$ cat config.mk
export PLATFORM = sky130hd
export DESIGN_NAME = stack_seq
export DESIGN_NICKNAME = d
export VERILOG_FILES = /design/src/rtl/stack_seq.sv
export SDC_FILE = /design/constraint.sdc
export NUM_CORES = 1
export LEC_CHECK = 0
export ABC_AREA = 1
export BUFFER_PORTS_ARGS = -buffer_cell sky130_fd_sc_hd__buf_4
export CAP_MARGIN = 20
export CORE_MARGIN = 5
export CORE_UTILIZATION = 50
export CTS_BUF_LIST = sky130_fd_sc_hd__clkbuf_16
export DETAILED_ROUTE_END_ITERATION = 16
export GPL_TIMING_DRIVEN = 1
export PLACE_DENSITY = 0.8
export RECOVER_POWER = 50
export SETUP_SLACK_MARGIN = 0.2
export SYNTH_ARGS = -nofsm -noshare
export SYNTH_HDL_FRONTEND = slang
export SYNTH_SLANG_ARGS = --single-unit
$ cat constraint.sdc
create_clock -name clk -period 3.7 [get_ports clk]
set_input_delay 0.185 -clock clk [delete_from_list [all_inputs] [get_ports clk]]
set_output_delay 0.185 -clock clk [all_outputs]
set_load 0.1 [all_outputs]
$ cat src/rtl/stack_seq.sv
// Byte-wide memory stack sequencer: PUSH/POP/XTHL/LDSP on a 16-bit word stack.
// Optional overflow/underflow guard is built in when STACK_GUARD_EN is defined.
module stack_seq #(
    parameter logic [15:0] SP_INIT     = 16'h0000,
    parameter logic [15:0] STACK_LIMIT = 16'hF000
) (
    input  logic        clk,
    input  logic        reset,
    input  logic        cmd_valid,
    output logic        cmd_ready,
    input  logic [1:0]  cmd_op,
    input  logic [15:0] cmd_data,
    output logic        rsp_valid,
    output logic [15:0] rsp_data,
    output logic        stk_fault,
    output logic [15:0] mem_addr,
    output logic        mem_wen,
    output logic        mem_ren,
    output logic [7:0]  mem_wdata,
    input  logic [7:0]  mem_rdata,
    output logic [15:0] sp
);

    localparam logic [1:0] OP_PUSH = 2'd0;
    localparam logic [1:0] OP_POP  = 2'd1;
    localparam logic [1:0] OP_XTHL = 2'd2;
    localparam logic [1:0] OP_LDSP = 2'd3;

    typedef enum logic [3:0] {
        S_IDLE, S_WHI, S_WLO, S_RLO, S_RHI, S_RWAIT, S_XWLO, S_XWHI, S_DONE
    } state_t;

    state_t      state_q;
    logic [1:0]  op_q;
    logic [15:0] data_q;
    logic [7:0]  lo_q;
    logic [15:0] word_q;
    logic [15:0] sp_q;
    logic        cmd_ready_q;
    logic        rsp_valid_q;
    logic [15:0] rsp_data_q;
    logic        stk_fault_q;
    logic [15:0] mem_addr_q;
    logic        mem_wen_q;
    logic        mem_ren_q;
    logic [7:0]  mem_wdata_q;
    logic        fault_c;

`ifdef STACK_GUARD_EN
    logic [15:0] sp_m2_c;
    assign sp_m2_c = 16'(sp_q - 16'd2);
    // Reject pushes below the limit and pops/exchanges on an empty stack.
    assign fault_c = ((cmd_op == OP_PUSH) && (sp_m2_c < STACK_LIMIT)) ||
                     (((cmd_op == OP_POP) || (cmd_op == OP_XTHL)) && (sp_q == SP_INIT));
`else
    logic unused_limit_c;
    assign unused_limit_c = ^STACK_LIMIT;
    assign fault_c = 1'b0;
`endif

    always_ff @(posedge clk or posedge reset) begin
        if (reset) begin
            state_q     <= S_IDLE;
            op_q        <= OP_PUSH;
            data_q      <= 16'h0000;
            lo_q        <= 8'h00;
            word_q      <= 16'h0000;
            sp_q        <= SP_INIT;
            cmd_ready_q <= 1'b1;
            rsp_valid_q <= 1'b0;
            rsp_data_q  <= 16'h0000;
            stk_fault_q <= 1'b0;
            mem_addr_q  <= 16'h0000;
            mem_wen_q   <= 1'b0;
            mem_ren_q   <= 1'b0;
            mem_wdata_q <= 8'h00;
        end else begin
            // Strobes and the response pulse are single-cycle unless re-armed below.
            rsp_valid_q <= 1'b0;
            mem_addr_q  <= 16'h0000;
            mem_wen_q   <= 1'b0;
            mem_ren_q   <= 1'b0;
            mem_wdata_q <= 8'h00;
            case (state_q)
                S_IDLE: begin
                    if (cmd_valid && cmd_ready_q) begin
                        op_q        <= cmd_op;
                        data_q      <= cmd_data;
                        cmd_ready_q <= 1'b0;
                        if (fault_c) begin
                            state_q     <= S_DONE;
                            rsp_valid_q <= 1'b1;
                            rsp_data_q  <= 16'h0000;
                            stk_fault_q <= 1'b1;
                        end else begin
                            case (cmd_op)
                                OP_PUSH: begin
                                    state_q     <= S_WHI;
                                    mem_wen_q   <= 1'b1;
                                    mem_addr_q  <= 16'(sp_q - 16'd1);
                                    mem_wdata_q <= cmd_data[15:8];
                                end
                                OP_POP, OP_XTHL: begin
                                    state_q    <= S_RLO;
                                    mem_ren_q  <= 1'b1;
                                    mem_addr_q <= sp_q;
                                end
                                default: begin
                                    state_q     <= S_DONE;
                                    sp_q        <= cmd_data;
                                    rsp_valid_q <= 1'b1;
                                    rsp_data_q  <= cmd_data;
                                    stk_fault_q <= 1'b0;
                                end
                            endcase
                        end
                    end
                end
                S_WHI: begin
                    state_q     <= S_WLO;
                    mem_wen_q   <= 1'b1;
                    mem_addr_q  <= 16'(sp_q - 16'd2);
                    mem_wdata_q <= data_q[7:0];
                end
                S_WLO: begin
                    state_q     <= S_DONE;
                    sp_q        <= 16'(sp_q - 16'd2);
                    rsp_valid_q <= 1'b1;
                    rsp_data_q  <= data_q;
                    stk_fault_q <= 1'b0;
                end
                S_RLO: begin
                    state_q    <= S_RHI;
                    mem_ren_q  <= 1'b1;
                    mem_addr_q <= 16'(sp_q + 16'd1);
                end
                S_RHI: begin
                    state_q <= S_RWAIT;
                    lo_q    <= mem_rdata;
                end
                S_RWAIT: begin
                    if (op_q == OP_POP) begin
                        state_q     <= S_DONE;
                        sp_q        <= 16'(sp_q + 16'd2);
                        rsp_valid_q <= 1'b1;
                        rsp_data_q  <= {mem_rdata, lo_q};
                        stk_fault_q <= 1'b0;
                    end else begin
                        state_q     <= S_XWLO;
                        word_q      <= {mem_rdata, lo_q};
                        mem_wen_q   <= 1'b1;
                        mem_addr_q  <= sp_q;
                        mem_wdata_q <= data_q[7:0];
                    end
                end
                S_XWLO: begin
                    state_q     <= S_XWHI;
                    mem_wen_q   <= 1'b1;
                    mem_addr_q  <= 16'(sp_q + 16'd1);
                    mem_wdata_q <= data_q[15:8];
                end
                S_XWHI: begin
                    state_q     <= S_DONE;
                    rsp_valid_q <= 1'b1;
                    rsp_data_q  <= word_q;
                    stk_fault_q <= 1'b0;
                end
                S_DONE: begin
                    state_q     <= S_IDLE;
                    cmd_ready_q <= 1'b1;
                end
                default: begin
                    state_q     <= S_IDLE;
                    cmd_ready_q <= 1'b1;
                end
            endcase
        end
    end

    assign cmd_ready = cmd_ready_q;
    assign rsp_valid = rsp_valid_q;
    assign rsp_data  = rsp_data_q;
    assign stk_fault = stk_fault_q;
    assign mem_addr  = mem_addr_q;
    assign mem_wen   = mem_wen_q;
    assign mem_ren   = mem_ren_q;
    assign mem_wdata = mem_wdata_q;
    assign sp        = sp_q;

endmodule
* Yosys cells after proc, flatten, opt, wreduce, memory -nomap -nowiden
Cells that the tools add are included.
** Word-level totals
- Bits in registers :: 107
- Latch bits :: 0
- Memory bits (writable) :: 0
- Memory bits (read-only) :: 0
- Output and inout port bits :: 61
- Logic and storage cells :: 86
- Memories :: 0
** Operators by class
- Add/subtract/negate cells :: 4
- $mul :: 0
- Div/mod/pow operators :: 0
- $lt $le $gt $ge :: 0
- Equality and inequality tests :: 13
- Shift operators :: 0
- Multiplexer cells :: 35
- Bitwise operators :: 2
- Reduce and logical (&&, ||, !) cells :: 18
** Operators by type and width (count)
- 16-bit case mux with 4 select lines :: 2
- 16-bit 2-to-1 mux :: 6
- 16-bit case mux with 3 select lines :: 1
- 16-bit case mux with 2 select lines :: 1
- 8-bit case mux with 4 select lines :: 1
- 4-bit case mux with 7 select lines :: 1
- 8-bit 2-to-1 mux :: 3
- 16-bit by 1-bit adder with 16-bit output (second input constant) :: 1
- 16-bit by 2-bit adder with 16-bit output (second input constant) :: 1
- 4-bit by 3-bit == test with 1-bit output (second input constant) :: 4
- 16-bit by 1-bit subtractor with 16-bit output (second input constant) :: 1
- 16-bit by 2-bit subtractor with 16-bit output (second input constant) :: 1
- 1-bit 2-to-1 mux :: 12
- 4-bit AND reduction :: 3
- 1-bit case mux with 3 select lines :: 3
- 4-bit by 2-bit == test with 1-bit output (second input constant) :: 2
- 4-bit 2-to-1 mux :: 2
- 4-bit case mux with 2 select lines :: 1
- 2-bit OR reduction :: 4
- 7-bit OR reduction :: 1
- 2-bit inequality test (second input constant) :: 3
- 2-bit AND reduction :: 3
- 3-bit nonzero test :: 2
- 2-bit by 1-bit == test with 1-bit output (second input constant) :: 2
- other kinds (9) :: 11

* Depth between registers and ports, before layout
- Word-level depth :: 5
- Depth in mapped cells :: 12
- Mapped depth without buffers :: 11

* Worst setup path after synthesis
OpenSTA, ideal clock, no wires.
- Path kind :: register to register
- Start :: reg sp_q[1], in the netlist sp[1]
- End :: reg mem_addr_q[11], in the netlist mem_addr[11]
- Library setup time :: 119 ps
- Arrival time :: 2123 ps
- Data required time :: 3581 ps
- Slack :: 1458 ps
- Stages on the path, launching flop included :: 11
- Buffers on the path :: 0
- Clock period less this slack :: 2242 ps
- Cells stage by stage :: dfrtp_1 inv_1 ha_1 nand2_1 nor2_4 nand2_1 nand2_1 nand3_1 nand2_1 nor2_1 nand2_1
** On the way
- Word-level cells in the longest chain between the ends :: 4
- Elaborated cells between the ends (all ways) :: 6
- Classes of those cells :: add/sub (3); mux (3)
** Ends and longest elaborated chain
- start, declared :: line 38 : logic [15:0] sp_q;
- start signal, assigned :: line 110 : sp_q <= cmd_data;
- start signal, assigned :: line 127 : sp_q <= 16'(sp_q - 16'd2);
- start signal, assigned :: line 144 : sp_q <= 16'(sp_q + 16'd2);
- 16-bit by 1-bit subtractor with 16-bit output :: line 100 : mem_addr_q <= 16'(sp_q - 16'd1);
- 16-bit case mux with 2 select lines :: line 96 : case (cmd_op)
- 16-bit 2-to-1 mux :: line 86 : if (cmd_valid && cmd_ready_q) begin
- 16-bit case mux with 4 select lines (*) :: line 84 : case (state_q)
- end signal, assigned :: line 100
- end signal, assigned :: line 106 : mem_addr_q <= sp_q;
- end signal, assigned :: line 122 : mem_addr_q <= 16'(sp_q - 16'd2);
- end, declared :: line 43 : logic [15:0] mem_addr_q;
Every way passes the cells marked *; elsewhere a longest branch is shown, timed or not.
A chain may end at the register's enable or synchronous reset.

* Worst setup path in the final report
- Start :: reg state_q[3]
- End :: reg mem_wdata_q[3], in the netlist mem_wdata[3]
** On the way
- Word-level cells in the longest chain between the ends :: 2
- Elaborated cells between the ends (all ways) :: 5
- Classes of those cells :: eq/ne (3); mux (1); reduce/logical (1)
** Ends and longest elaborated chain
- start, declared :: line 33 : state_t state_q;
- start signal, assigned :: line 63 : state_q <= S_IDLE;
- start signal, assigned :: line 91 : state_q <= S_DONE;
- start signal, assigned :: line 98 : state_q <= S_WHI;
- 4-bit by 3-bit == test with 1-bit output (tied with other cells) :: line 84
- 8-bit case mux with 4 select lines (*) :: line 84
- end signal, assigned :: line 101 : mem_wdata_q <= cmd_data[15:8];
- end signal, assigned :: line 123 : mem_wdata_q <= data_q[7:0];
- end signal, assigned :: line 153 : mem_wdata_q <= data_q[7:0];
- end, declared :: line 46 : logic [7:0] mem_wdata_q;
Marked as above.

==> results by group <==
CTS
  • CTS sink count: 106
  • Number of gates resized after cts: 0
  • Post-CTS Setup Repair Bufs: 0
  • Maximum clock path buffer count: 2
  • CTS Buf Count: 9
  • Worst skew pair latency: 360 ps
  • Clk root buf: clkbuf_16
  • Worst-path clk slew: 80 ps
  • # H-tree levels: 3
  • CTS tree: built
  • CTS Hold Bufs: 0

Final layout
  • Finished Core Util: 0.579
  • Share of cells above drive strength 1: 0.113
  • Nets@finish: 1,030
  • Number of fill cells in the layout: 1,236
  • Layout area overhead: 13.3%
  • N_diodes: 0
  • Non-Filler Instances: 1,172

Floorplan
  • Die area: 15,300 um^2
  • Cell row count: 41
  • Effective utilization at floorplan: 0.511
  • Vert. Die Dim: 124 um
  • Core ar.: 12,700 um^2
  • Ports: 90
  • Die W: 124 um

Timing
  • FMAX: 411 MHz
  • RSZ-0062 raised after global routing: no
  • Final setup fails: 0
  • Final worst slack: 1270 ps
  • Setup_tns: 0 ps
  • Slew headroom: -0.854
  • Max Slew Vio Count: 74
  • Period minus WS final: 2430 ps
  • Final worst path period share: 0.658
  • Final hold vios: 0
  • Tightest Pin Transition: 2780 ps
  • Skew final: 8.57 ps

Route
  • Vias: 6,541
  • Remaining antenna violation count: 0
  • Drc violations: 0
  • Initial DRC count: 825
  • First-pass iteration count of the detailed router: 6
  • Drt wl/cell: 17.0 um
  • Vias per inst: 5.58
  • Final WL: 20.0 mm

GRT
  • Initial antenna violation count: 0
  • Largest net degree at the start of global routing: 74
  • Vias in the first global route: 6,228
  • Tot GR Track Use: 0.271
  • Congestion Overflow GR: 0
  • First-pass GRT wire length: 31.9 mm

Job
  • Max-cap violations: 1

Critical path
  • Worst R2R Setup Slack: 1270 ps
  • Critical Path Source Type: flop
  • Crit-path cells: nor2_4, nand3b_1, buf_4, nand2_1, inv_1, o221ai_1
  • Critical Path Max Stage Delay: 460 ps
  • Worst EP required: 3970 ps
  • Critical path class: flop to flop
  • CP endpoint kind: flop
  • Crit-path max FO: 16
  • Reg2Reg Depth: 6
  • Arr. time, crit path: 2710 ps
  • CP max-delay cell: nand3b_1

Outcome
  • Failing checks: capacitance limit, slew limit
  • Status: finished, violations left

Logic synthesis
  • Mapped cell area: 6470 um^2
  • Async S/R FF share, synth: 1.00
  • Synth Register Bits: 106
  • EDFF count, synth: 0
  • Yosys warns: 0
  • Dominant synthesized flop cell: dfrtp_1
  • Post-Syn Area per Cell: 6.94 um^2
  • Synth cell types: 35
  • Post-synthesis cell count: 933
  • Register area share after synthesis: 0.410
  • Syn_nets: 968

Placement
  • RD Place Congestion: 0.958
  • Dpl cells: 1,156
  • IO Port Bufs: 88
  • Setup WS pre-CTS: 1390 ps
  • Post-DP HPWL: 14.3 mm

Hold path
  • Tightest Hold Check Type: primary input to flop
  • Worst hold path depth: 3
## worst paths after layout
path                               from      endpoint
setup / recovery             state_q[3]  mem_wdata[3]
hold / removal             mem_rdata[1]     word_q[9]
setup reg to reg             state_q[3]  mem_wdata[3]
hold reg to reg               word_q[4]     word_q[4]
max in group asynchronous         reset  mem_wdata[7]
min in group asynchronous         reset         sp[3]
## cell type report
class                   instances  area [um^2]  share of cell area
repair buffers                 93          589              0.0803
inverters                     101          379              0.0517
multi-input cells             684         3200               0.436
clock buffers                   9          225              0.0307
clock inverters                 7         77.6              0.0106
well taps                     172          215              0.0293
flip-flops and latches        106         2650               0.362
## registers in the layout, summed over array words and instances, names as in the netlist
| name | cells |
|---|---|
| rsp_data | 16 |
| op_q | 2 |
| sp | 16 |
| mem_addr | 16 |
| mem_ren | 1 |
| state_q | 4 |
| rsp_valid | 1 |
| mem_wen | 1 |
| cmd_ready | 1 |
| data_q | 16 |
| word_q | 16 |
| lo_q | 8 |
| mem_wdata | 8 |
## Yosys cell counts, types with 9 or more instances
| cell type | count | area share |
|---|---|---|
| buf_2 | 21 | 0.016 |
| inv_1 | 93 | 0.054 |
| o221ai_1 | 9 | 0.012 |
| nor2_1 | 76 | 0.044 |
| o21ai_1 | 11 | 0.0085 |
| nand2_1 | 311 | 0.18 |
| a21oi_1 | 22 | 0.017 |
| o21ai_0 | 82 | 0.063 |
| nand4_1 | 13 | 0.013 |
| nand3_1 | 96 | 0.074 |
| dfrtp_1 | 105 | 0.41 |
## placed cells by master (no fill, tap or decap), drive strengths merged, types with 2 or more instances in the layout
| cell type | n |
|---|---|
| nand3 | 99 |
| clkbuf | 39 |
| nand2 | 316 |
| inv | 105 |
| nor2 | 90 |
| nor3 | 4 |
| o221ai | 9 |
| ha | 6 |
| clkinv | 2 |
| o211ai | 7 |
| o2111ai | 4 |
| dfrtp | 105 |
| a31oi | 4 |
| nand4 | 13 |
| a22oi | 2 |
| o21ai | 94 |
| a21oi | 22 |
| o22ai | 5 |
| buf | 63 |
| xor2 | 3 |
| nand3b | 3 |
## kinds of logic after synthesis
kind of cell / count (synthesis) / share of synthesized area
other cells: 1 / 0.000579
buf+inv: 143 / 0.0964
flops: 106 / 0.410
xor+xnor: 3 / 0.00406
compound gates: 148 / 0.128
simple gates: 526 / 0.349
fa+ha+maj: 6 / 0.0116
## through the flow
stage                     hold slack [ps]  instance area (um^2)
after floorplan                       302                  6470
after global placement                401                  7150
after detailed placement              408                  7150
after CTS                            34.4                  7450
after global routing                 47.8                  7340
final                                42.4                  7340
## worst max-delay path, delay by kind of cell (launching register included)
kind,cells,cell delay [ps]
flops,1,430
buf+inv,2,560
simple gates,3,1150
compound gates,1,200
## routing by layer
metal | GRT usage | part of all wire | vias up | wire length [um]
met5 | 0 | 0 | - | 0
met4 | 0.0990 | 0.035 | 0 | 702
met3 | 0.0627 | 0.080 | 68 | 1610
met2 | 0.446 | 0.47 | 355 | 9420
met1 | 0.349 | 0.41 | 2987 | 8250
li1 | - | - | 3131 | -
Power is not shown: default switching activity piles up to over one toggle a cycle in this logic, so the estimate is an artifact.
